===== src/rtl/isa_pkg.sv =====
// ISA constants, fetch FSM state encoding and HALT decode shared by fetch and the control decoder.
// Pure declarations; no latency, no backpressure.
// HALT is identified by opcode and function field only, so the low nibble is free for the assembler.
package isa_pkg;

    localparam int ISA_IW = 9;
    localparam int OP_W   = 3;

    localparam logic [OP_W-1:0] OP_BRANCH = 3'b100;
    localparam logic [OP_W-1:0] OP_RTYPE2 = 3'b111;
    localparam logic [1:0]      FN_HALT   = 2'b11;

    typedef enum logic [2:0] {
        IDLE  = 3'd0,
        PRIME = 3'd1,
        RUN   = 3'd2,
        FLUSH = 3'd3,
        DONE  = 3'd4
    } fetch_state_t;

    function automatic logic is_halt(input logic [ISA_IW-1:0] instr);
        return (instr[8:6] == OP_RTYPE2) && (instr[5:4] == FN_HALT);
    endfunction

endpackage


===== src/rtl/branch_lut.sv =====
// Branch-target register file: one synchronous write port and one asynchronous read port.
// Latency: a write becomes visible on the read port the cycle after it is accepted.
// No backpressure; a write is accepted on every cycle in which we is high.
module branch_lut #(
    parameter int LUT_W = 5,
    parameter int PC_W  = 10
) (
    input  logic             clk,
    input  logic             rst_n,
    input  logic             we,
    input  logic [LUT_W-1:0] widx,
    input  logic [PC_W-1:0]  wdata,
    input  logic [LUT_W-1:0] ridx,
    output logic [PC_W-1:0]  rdata
);

    logic [PC_W-1:0] mem [2**LUT_W];

    // Unwritten entries must read as target 0, so every entry is cleared on reset.
    always_ff @(posedge clk or negedge rst_n) begin
        if (!rst_n) begin
            for (int i = 0; i < 2**LUT_W; i++) begin
                mem[i] <= '0;
            end
        end else if (we) begin
            mem[widx] <= wdata;
        end
    end

    assign rdata = mem[ridx];

endmodule


===== src/rtl/instr_fetch.sv =====
// Instruction-fetch sequencer: owns the PC, drives a synchronous ROM and redirects via the branch LUT.
// Latency: first valid instr two cycles after start; a taken branch costs exactly one bubble.
// Backpressure: stall holds instr, pc and rom_addr; branch and HALT are acted on only once stall drops.
module instr_fetch
    import isa_pkg::*;
#(
    parameter int IW    = 9,
    parameter int PC_W  = 10,
    parameter int LUT_W = 5
) (
    input  logic             clk,
    input  logic             rst_n,
    input  logic             start,
    output logic [PC_W-1:0]  rom_addr,
    input  logic [IW-1:0]    rom_data,
    output logic [IW-1:0]    instr,
    output logic             instr_valid,
    output logic [PC_W-1:0]  pc,
    input  logic             stall,
    input  logic             branch,
    input  logic             branch_cond,
    input  logic             lut_we,
    input  logic [LUT_W-1:0] lut_widx,
    input  logic [PC_W-1:0]  lut_wdata,
    output logic             done
);

    localparam logic [PC_W-1:0] PC_INC = PC_W'(1);

    fetch_state_t    state;
    logic            held;
    logic [IW-1:0]   hold_q;
    logic [PC_W-1:0] lut_rdata;
    logic            taken;
    logic            halt;

    // rom_addr already points at pc+1, so a stalled ROM would drift onto the next word;
    // the presented word is captured on the first stalled edge and replayed until release.
    assign instr = held ? hold_q : rom_data;
    assign taken = branch & branch_cond;
    assign halt  = is_halt(instr);

    branch_lut #(
        .LUT_W (LUT_W),
        .PC_W  (PC_W)
    ) u_branch_lut (
        .clk   (clk),
        .rst_n (rst_n),
        .we    (lut_we),
        .widx  (lut_widx),
        .wdata (lut_wdata),
        .ridx  (instr[LUT_W:1]),
        .rdata (lut_rdata)
    );

    always_ff @(posedge clk or negedge rst_n) begin
        if (!rst_n) begin
            state       <= IDLE;
            rom_addr    <= '0;
            pc          <= '0;
            instr_valid <= 1'b0;
            done        <= 1'b0;
            held        <= 1'b0;
            hold_q      <= '0;
        end else begin
            case (state)
                IDLE: begin
                    if (start) begin
                        rom_addr <= '0;
                        state    <= PRIME;
                    end
                end
                PRIME: begin
                    rom_addr    <= rom_addr + PC_INC;
                    pc          <= '0;
                    instr_valid <= 1'b1;
                    state       <= RUN;
                end
                RUN: begin
                    if (stall) begin
                        if (!held) begin
                            held   <= 1'b1;
                            hold_q <= rom_data;
                        end
                    end else begin
                        held <= 1'b0;
                        // HALT wins over a spuriously raised branch flag.
                        if (halt) begin
                            instr_valid <= 1'b0;
                            done        <= 1'b1;
                            state       <= DONE;
                        end else if (taken) begin
                            rom_addr    <= lut_rdata;
                            instr_valid <= 1'b0;
                            state       <= FLUSH;
                        end else begin
                            pc       <= rom_addr;
                            rom_addr <= rom_addr + PC_INC;
                        end
                    end
                end
                FLUSH: begin
                    pc          <= rom_addr;
                    rom_addr    <= rom_addr + PC_INC;
                    instr_valid <= 1'b1;
                    state       <= RUN;
                end
                DONE: begin
                    if (start) begin
                        done     <= 1'b0;
                        rom_addr <= '0;
                        state    <= PRIME;
                    end
                end
                default: begin
                    state <= IDLE;
                end
            endcase
        end
    end

endmodule


===== config.mk =====
export PLATFORM = sky130hd
export DESIGN_NAME = instr_fetch
export DESIGN_NICKNAME = d
export VERILOG_FILES = /design/src/rtl/isa_pkg.sv /design/src/rtl/branch_lut.sv /design/src/rtl/instr_fetch.sv
export SDC_FILE = /design/constraint.sdc
export NUM_CORES = 1
export LEC_CHECK = 0
export BUFFER_PORTS_ARGS = -buffer_cell sky130_fd_sc_hd__buf_2
export CELL_PAD_IN_SITES_DETAIL_PLACEMENT = 0
export CELL_PAD_IN_SITES_GLOBAL_PLACEMENT = 2
export CORE_ASPECT_RATIO = 0.6
export CORE_MARGIN = 5
export CORE_UTILIZATION = 36
export CTS_BUF_LIST = sky130_fd_sc_hd__clkbuf_4 sky130_fd_sc_hd__clkbuf_8
export DETAILED_ROUTE_END_ITERATION = 8
export GPL_ROUTABILITY_DRIVEN = 0
export PLACE_DENSITY = 0.66
export SKIP_CTS_REPAIR_TIMING = 1
export SYNTH_ARGS = -nofsm -noshare
export SYNTH_HDL_FRONTEND = slang
export SYNTH_HIERARCHICAL = 1
export SYNTH_SLANG_ARGS = --single-unit
export TNS_END_PERCENT = 10

===== constraint.sdc =====
create_clock -name clk -period 4.2 [get_ports clk]
set_input_delay 0.42 -clock clk [delete_from_list [all_inputs] [get_ports clk]]
set_output_delay 0.42 -clock clk [all_outputs]
set_load 0.1 [all_outputs]

==> results of run 1 <==
==> power by group through the flow <==
stage / clock (mW) / combinational (mW) / sequential (mW)
floorplan: 0 / 3.33 / 5.17
global placement: 0 / 5.44 / 4.71
detailed placement: 0 / 5.48 / 4.72
CTS: 3.24 / 5.49 / 4.66
global route: 3.36 / 5.85 / 4.76
finish: 3.11 / 5.49 / 4.66
==> placed cells by master (no fill, tap or decap), types with 2 or more instances in the layout <==
cell,count
sky130_fd_sc_hd__a22o_1,20
sky130_fd_sc_hd__nand3_1,27
sky130_fd_sc_hd__o2bb2ai_1,2
sky130_fd_sc_hd__nand3b_1,2
sky130_fd_sc_hd__clkbuf_4,25
sky130_fd_sc_hd__nand3b_4,3
sky130_fd_sc_hd__mux2i_1,171
sky130_fd_sc_hd__clkinv_2,3
sky130_fd_sc_hd__nor2_2,10
sky130_fd_sc_hd__a22oi_1,40
sky130_fd_sc_hd__clkinvlp_4,3
sky130_fd_sc_hd__a21oi_1,35
sky130_fd_sc_hd__dfrtp_1,355
sky130_fd_sc_hd__buf_2,60
sky130_fd_sc_hd__and3_1,5
sky130_fd_sc_hd__mux2_1,8
sky130_fd_sc_hd__inv_1,12
sky130_fd_sc_hd__nor2b_4,2
sky130_fd_sc_hd__clkbuf_8,70
sky130_fd_sc_hd__nand2_2,16
sky130_fd_sc_hd__mux2_4,10
sky130_fd_sc_hd__nand2_1,36
sky130_fd_sc_hd__nor4_1,2
sky130_fd_sc_hd__nor3_1,14
sky130_fd_sc_hd__buf_4,25
sky130_fd_sc_hd__nor3b_1,2
sky130_fd_sc_hd__nand2b_1,5
sky130_fd_sc_hd__nor2_1,9
sky130_fd_sc_hd__buf_12,6
sky130_fd_sc_hd__mux2_2,320
sky130_fd_sc_hd__nor2_8,8
sky130_fd_sc_hd__a31oi_1,10
sky130_fd_sc_hd__nand4_1,12
sky130_fd_sc_hd__nor3b_4,3
sky130_fd_sc_hd__o21ai_0,18
sky130_fd_sc_hd__nor2b_1,4
==> logic make-up (layout without fill, tap and decap cells) <==
logic type,after synthesis,count (layout),synth area share
multiplexers,510,510,0.3270
adder cells (fa/ha/maj),1,1,0.0007349
flip-flops,355,355,0.5218
buffers and inverters,99,206,0.02800
AO/OA/AOI/OAI,135,135,0.05387
AND/OR/NAND/NOR,174,174,0.06857
other,0,1,0
==> registers in the layout (all words and copies together), names as in the netlist <==
signal            flops
u_branch_lut/mem    320
done                  1
instr_valid           1
held                  1
hold_q                9
pc                   10
rom_addr             10
state                 3
==> synthesized netlist by cell type, types with 10 or more instances <==
library cell,number,area [sq um]
sky130_fd_sc_hd__a21oi_1,35,175.2
sky130_fd_sc_hd__clkbuf_1,46,172.7
sky130_fd_sc_hd__o21ai_0,18,90.09
sky130_fd_sc_hd__nand2_1,36,135.1
sky130_fd_sc_hd__nor2_1,10,37.54
sky130_fd_sc_hd__mux2_2,321,3615
sky130_fd_sc_hd__nand3_1,27,135.1
sky130_fd_sc_hd__mux2i_1,171,1712
sky130_fd_sc_hd__a22oi_1,40,300.3
sky130_fd_sc_hd__nor2_2,10,62.56
sky130_fd_sc_hd__nand4_1,12,75.07
sky130_fd_sc_hd__inv_1,12,45.04
sky130_fd_sc_hd__mux2_4,10,150.1
sky130_fd_sc_hd__dfrtp_1,355,8884
sky130_fd_sc_hd__nand2_2,16,100.1
sky130_fd_sc_hd__buf_2,18,90.09
sky130_fd_sc_hd__nor3_1,14,70.07
sky130_fd_sc_hd__buf_4,14,105.1
sky130_fd_sc_hd__a31oi_1,10,62.56
sky130_fd_sc_hd__a22o_1,20,175.2
==> final timing paths <==
kind | cells after the start | slack (ps) | endpoint
setup / recovery | 10 | 800 | rom_addr[9]
hold / removal | 2 | 140 | held
setup reg to reg | 10 | 800 | rom_addr[9]
hold reg to reg | 1 | 490 | u_branch_lut/mem[166]
max in group asynchronous | 3 | 2780 | u_branch_lut/mem[132]
min in group asynchronous | 2 | 380 | u_branch_lut/mem[112]
==> per-stage QoR <==
| stage | utilization | instances | hold WS [ps] | cell area [sq um] | power, mW |
|---|---|---|---|---|---|
| 2_1_floorplan | - | 1274 | 124.4 | 17020 | 8.504 |
| 3_3_place_gp | 0.3875 | 1909 | 460.6 | 18040 | 10.14 |
| 3_5_place_dp | 0.3875 | 1909 | 477.0 | 18040 | 10.20 |
| 4_1_cts | 0.4130 | 2010 | -196.8 | 19230 | 13.38 |
| 5_1_grt | 0.4132 | 2011 | 101.8 | 19240 | 13.97 |
| 6_report | 0.4133 | 2012 | 137.3 | 19240 | 13.26 |
==> cell type report <==
class / instances / area, sq um / share of cell area
multi-input cells: 820 / 7701 / 0.4002
diodes: 1 / 2.502 / 0.0001300
inverters: 12 / 45.04 / 0.002341
clock inverters: 6 / 37.54 / 0.001951
repair buffers: 93 / 633.1 / 0.03290
clock buffers: 95 / 1151 / 0.05982
well taps: 630 / 788.3 / 0.04096
flip-flops and latches: 355 / 8884 / 0.4617
==> routing by layer <==
metal / routed length, um / track usage / share of wire
met5: 0 / 0 / 0
met4: 735 / 0.03583 / 0.015
met3: 2354 / 0.03995 / 0.049
met2: 18950 / 0.2470 / 0.39
met1: 25940 / 0.2998 / 0.54
==> worst max-delay path: cells and delay by family (launching register included) <==
| family | cells | cell delay, ps |
|---|---|---|
| AO/OA/AOI/OAI | 5 | 960 |
| buffers and inverters | 1 | 310 |
| flip-flops | 1 | 660 |
| multiplexers | 2 | 990 |
| AND/OR/NAND/NOR | 2 | 240 |
==> impl_summary.txt, run 1 <==
----------------------------------------------------
[STA]
  Slack of the critical path ... 800.3 ps
  Hold violation count in the final report ... 0
  Highest Clock Rate ... ~290 MHz
  Total negative slack for setup checks ... 0 ps
  Setup repair after global routing missed its margin ... no
  Final clock skew ... around 24 ps
  Least-Margin Pin Slew ... slightly above 1000 ps
  Slew Viols, Final ... 0
  Final Cycle Share ... 0.8094
  Min Clock Period, post-route ... 3400 ps
  Worst-case headroom to the max-slew limit ... 0.3229
  Final setup viols ... 0

[Worst setup path]
  Reg2reg start ... held
  Slowest stage cell on the critical path ... sky130_fd_sc_hd__mux2_8
  Critical path, cell by cell ... mux2_8, buf_4, mux2i_1, a22o_1, nor3_1, a31oi_1, nand3_1, o21ai_0, a32oi_1, o22a_1
  Kind of start point of the critical path ... register
  Largest stage delay, worst path ... around 780 ps
  Worst endpoint required time ... between 4000 and 5000 ps
  Critical path startpoint ... held
  Worst setup path category ... register to register
  Arrival @ worst endpoint ... ~4000 ps
  Critical path peak fanout ... 70
  Crit. End Element ... register

[Pwr]
  Switching portion of total power ... 0.4079
  Maximum ir drop on the vdd rail ... roughly 0.50 mV
  Part of the power in the clock network ... 0.234
  Relative contribution of combinational cells to total power ... 0.414
  Power share of the sequential group ... 0.351
  Power density relative to cell area ... 688.9 nW/um^2
  Internal Power ... ~7.8 mW
  Leakage Power ... about 9.1 nW
  Switch Pwr ... approximately 5.4 mW

[Global route]
  Overall track demand over capacity in global routing ... 0.1840
  Largest net degree at the start of global routing ... between 80 and 90
  First-pass GRT wire length ... about 73 mm
  Global route overflow ... 0
  Initial antenna violation count ... 1
  Via count of the first global-routing pass ... ~11000

[Routing]
  Wire per inst ... roughly 24 um
  Avg Vias per Cell ... about 5.3
  DRC violation total after the first TritonRoute iteration ... approximately 550
  Post-DRT Antenna Nets ... 0
  Drt first pass iters ... 5
  Routed wire length ... between 40 and 50 mm
  Number of remaining DRC errors ... 0
  Routed via count ... roughly 11000

[Logic synthesis]
  Average footprint of a synthesized cell ... about 13 sq um
  Netlist Area Pre-Place ... ~17000 sq um
  Nets in the synthesized netlist ... approximately 1300
  Most instantiated flip-flop cell in the synthesis netlist ... sky130_fd_sc_hd__dfrtp_1
  Post-synth cell types ... 57
  Flop and latch count out of synthesis ... ~360
  Share of flip-flops with an asynchronous set or reset ... 1.000
  Synth warn ... 6
  EDFF count, synth ... 0
  Sequential cell area fraction in the yosys report ... 0.5218
  Number of standard cells after synthesis ... approximately 1300

[Clock network]
  Clock transition at path regs ... roughly 60 ps
  Latest clock arrival within the worst-skew pair ... a little over 600 ps
  TritonCTS clock tree ... yes
  Inserted Clock Buffers ... 56
  Clock sink count ... between 300 and 400
  CTS root buf ... sky130_fd_sc_hd__clkbuf_8
  Clock tree buffer depth ... 3
  H-tree level count ... 2

[Die]
  Number of rows created at floorplan ... just over 60
  Die outline height ... around 180 um
  Initial Util ... 0.3657
  Horizontal die dimension ... a little under 300 um
  Die Area ... approximately 52000 sq um
  # IOs ... 62
  Placeable Area ... about 47000 sq um

[Place]
  Number of I/O port buffers ... 61
  Place WS ... roughly 800 ps
  HPWL after detailed placement ... slightly above 30 mm

[Final layout]
  FILL cells ... between 4000 and 5000
  Fraction of layout cells with a size suffix above 1 ... 0.4164
  Growth of design area from synthesis to finish ... 13.03%
  Net count, final ... ~1400

[Min path]
  Worst hold start ... stall
  Class of the most critical hold timing path ... primary input to register

[Run]
  Max-cap violations ... 0

[Outcome]
  Status ... complete, no violations

----------------------------------------------------
Note: power is estimated with default switching activity, not from simulation.
==> inputs of run 2 (changes only) <==
- PLACE_DENSITY: 0.66 -> 0.68
- clock period: 4.2 -> 3.1 ns (I/O delays scaled with it)
==> run 2 against run 1 <==
First-iteration DRC count up 27%. Clock skew down 9.6 ps. Fmax rose by 20%. Utilization is 0.26 points higher. Via count up 0.85%. Critical path type unchanged. Highest routed layer unchanged. Cell count about the same. Setup slack worse by 540 ps. Hold slack worse by 130 ps. Largest cell class unchanged. Critical path depth unchanged. Wire length grew 0.60%. Count of clock-buffer cells in the layout did not move. Sequential share of layout area down 0.29 points.
==> impl_summary.txt, run 2 (synthesis gave the netlist of run 1 again) <==
----------------------------------------------------
[STA]
  Final clock skew ... 14.76 ps
  Setup repair after global routing missed its margin ... no
  Worst-case headroom to the max-slew limit ... 0.4011
  Final Cycle Share ... 0.9149
  Hold violation count in the final report ... 0
  Final setup viols ... 0
  Min Clock Period, post-route ... approximately 2800 ps
  Slew Viols, Final ... 0
  Total negative slack for setup checks ... 0 ps
  Highest Clock Rate ... between 300 and 400 MHz
  Least-Margin Pin Slew ... between 800 and 900 ps
  Worst hold margin ... around 11 ps

[Routing]
  Wire per inst ... 23.96 um
  Post-DRT Antenna Nets ... 0
  Avg Vias per Cell ... around 5.3
  Drt first pass iters ... 7
  Number of remaining DRC errors ... 0
  Routed wire length ... 48.26 mm
  Routed via count ... around 11000
  DRC violation total after the first TritonRoute iteration ... 702

[Clock network]
  CTS root buf ... sky130_fd_sc_hd__clkbuf_8
  Clock transition at path regs ... 60 ps
  Clock tree buffer depth ... 3
  TritonCTS clock tree ... yes
  Inserted Clock Buffers ... 56
  Clock sink count ... 355
  Latest clock arrival within the worst-skew pair ... 610 ps
  H-tree level count ... 2

[Worst setup path]
  Kind of start point of the critical path ... register
  Crit. End Element ... register
  Arrival @ worst endpoint ... 3340 ps
  Setup slack, reg-to-reg ... 260 ps
  Critical path peak fanout ... 26
  Worst setup path category ... register to register
  Worst endpoint required time ... around 3600 ps

[Global route]
  Largest net degree at the start of global routing ... slightly above 90
  Global route overflow ... 0
  Overall track demand over capacity in global routing ... 0.1849
  First-pass GRT wire length ... around 74 mm
  Initial antenna violation count ... 3
  Via count of the first global-routing pass ... approximately 11000

[Outcome]
  Status ... complete, no violations

[Min path]
  Class of the most critical hold timing path ... primary input to register

[Pwr]
  Power density relative to cell area ... 937.5 nW/um^2
  Leakage Power ... around 9.1 nW
  Maximum ir drop on the vdd rail ... 0.3657 mV

[Die]
  Horizontal die dimension ... between 200 and 300 um
  Die Area ... 51880 sq um
  Initial Util ... 0.3657
  Number of rows created at floorplan ... 61
  # IOs ... 62
  Die outline height ... 178.4 um
  Placeable Area ... 46560 sq um

[Final layout]
  Most common library cell in the layout ignoring fill and taps ... sky130_fd_sc_hd__dfrtp_1
  Most flop-heavy register ... u_branch_lut/mem
  Number of flip-flops under the largest register name ... 320
  Net count, final ... about 1400
  Largest registers ... u_branch_lut/mem: 320 flops, pc: 10 flops, rom_addr: 10 flops
  Fin cells ... between 2000 and 2500
  FILL cells ... approximately 4400
  Sequential cell area in the final layout ... around 8900 sq um
  Growth of design area from synthesis to finish ... 13.75%
  Layout Cell Area excl Fill ... between 15000 and 20000 sq um
  Area used by multi-input combinational logic ... approximately 7700 sq um
  Fraction of layout cells with a size suffix above 1 ... 0.4165
  Most frequent cells in the layout ... sky130_fd_sc_hd__dfrtp_1 (355), sky130_fd_sc_hd__mux2_2 (320), sky130_fd_sc_hd__mux2i_1 (171)

[Place]
  Number of I/O port buffers ... 61
  Placed Cells ... roughly 1900
  HPWL after detailed placement ... between 30 and 40 mm
  Area after detailed placement ... about 18000 sq um

[Run]
  Max-cap violations ... 0

----------------------------------------------------
run 2: stage by stage:
step	util	power (mW)	setup WS [ps]
detailed placement	0.3891	13.84	237.6
finish	0.4159	18.15	263.8
global route	0.4159	19.08	40.27
floorplan	-	11.53	28.83
CTS	0.4155	18.29	235.0
global placement	0.3891	13.77	311.8
run 2: cell type report:
| type | count | share of cell area |
|---|---|---|
| tap | 630 | 0.04071 |
| clock buffer | 95 | 0.06074 |
| multi-input combinational | 820 | 0.3977 |
| sequential | 355 | 0.4587 |
| clock inverter | 4 | 0.002714 |
| inverter | 12 | 0.002326 |
| antenna | 1 | 0.0001292 |
| timing repair buffer | 97 | 0.03696 |
run 2: report_power, final:
part	leakage, nW	switching [mW]	internal [mW]
Combinational	3.93	4.76	2.70
Clock	0.655	1.91	2.45
Sequential	4.53	0.678	5.65
Total	9.12	7.35	10.8
run 2: critical path: stages, from the launching register on:
cell                        delay, ps
sky130_fd_sc_hd__dfrtp_1          440
sky130_fd_sc_hd__mux2_8           490
sky130_fd_sc_hd__mux2i_1          390
sky130_fd_sc_hd__a22o_1           180
sky130_fd_sc_hd__nor3_1            40
sky130_fd_sc_hd__a31oi_1          210
sky130_fd_sc_hd__nand3_1          190
sky130_fd_sc_hd__or3_1            380
sky130_fd_sc_hd__o221ai_1         100
sky130_fd_sc_hd__a2bb2oi_1        200
sky130_fd_sc_hd__o2bb2ai_1         80
run 2: final timing paths:
| kind | from | end | cells after the start |
|---|---|---|---|
| worst min register to register | u_branch_lut/mem[166] | u_branch_lut/mem[166] | 1 |
| worst max register to register | held | rom_addr[8] | 10 |
| min in group asynchronous | rst_n | u_branch_lut/mem[114] | 2 |
| worst min-delay path | start | state[2] | 4 |
| worst max-delay path | held | rom_addr[8] | 10 |
| max in group asynchronous | rst_n | u_branch_lut/mem[179] | 3 |
run 2: layer usage:
metal,vias up,part of all wire,global-route usage
met5,-,0,0
met4,0,0.017,0.03979
met3,58,0.043,0.03235
met2,193,0.39,0.2513
met1,5703,0.55,0.3020
li1,4796,-,-
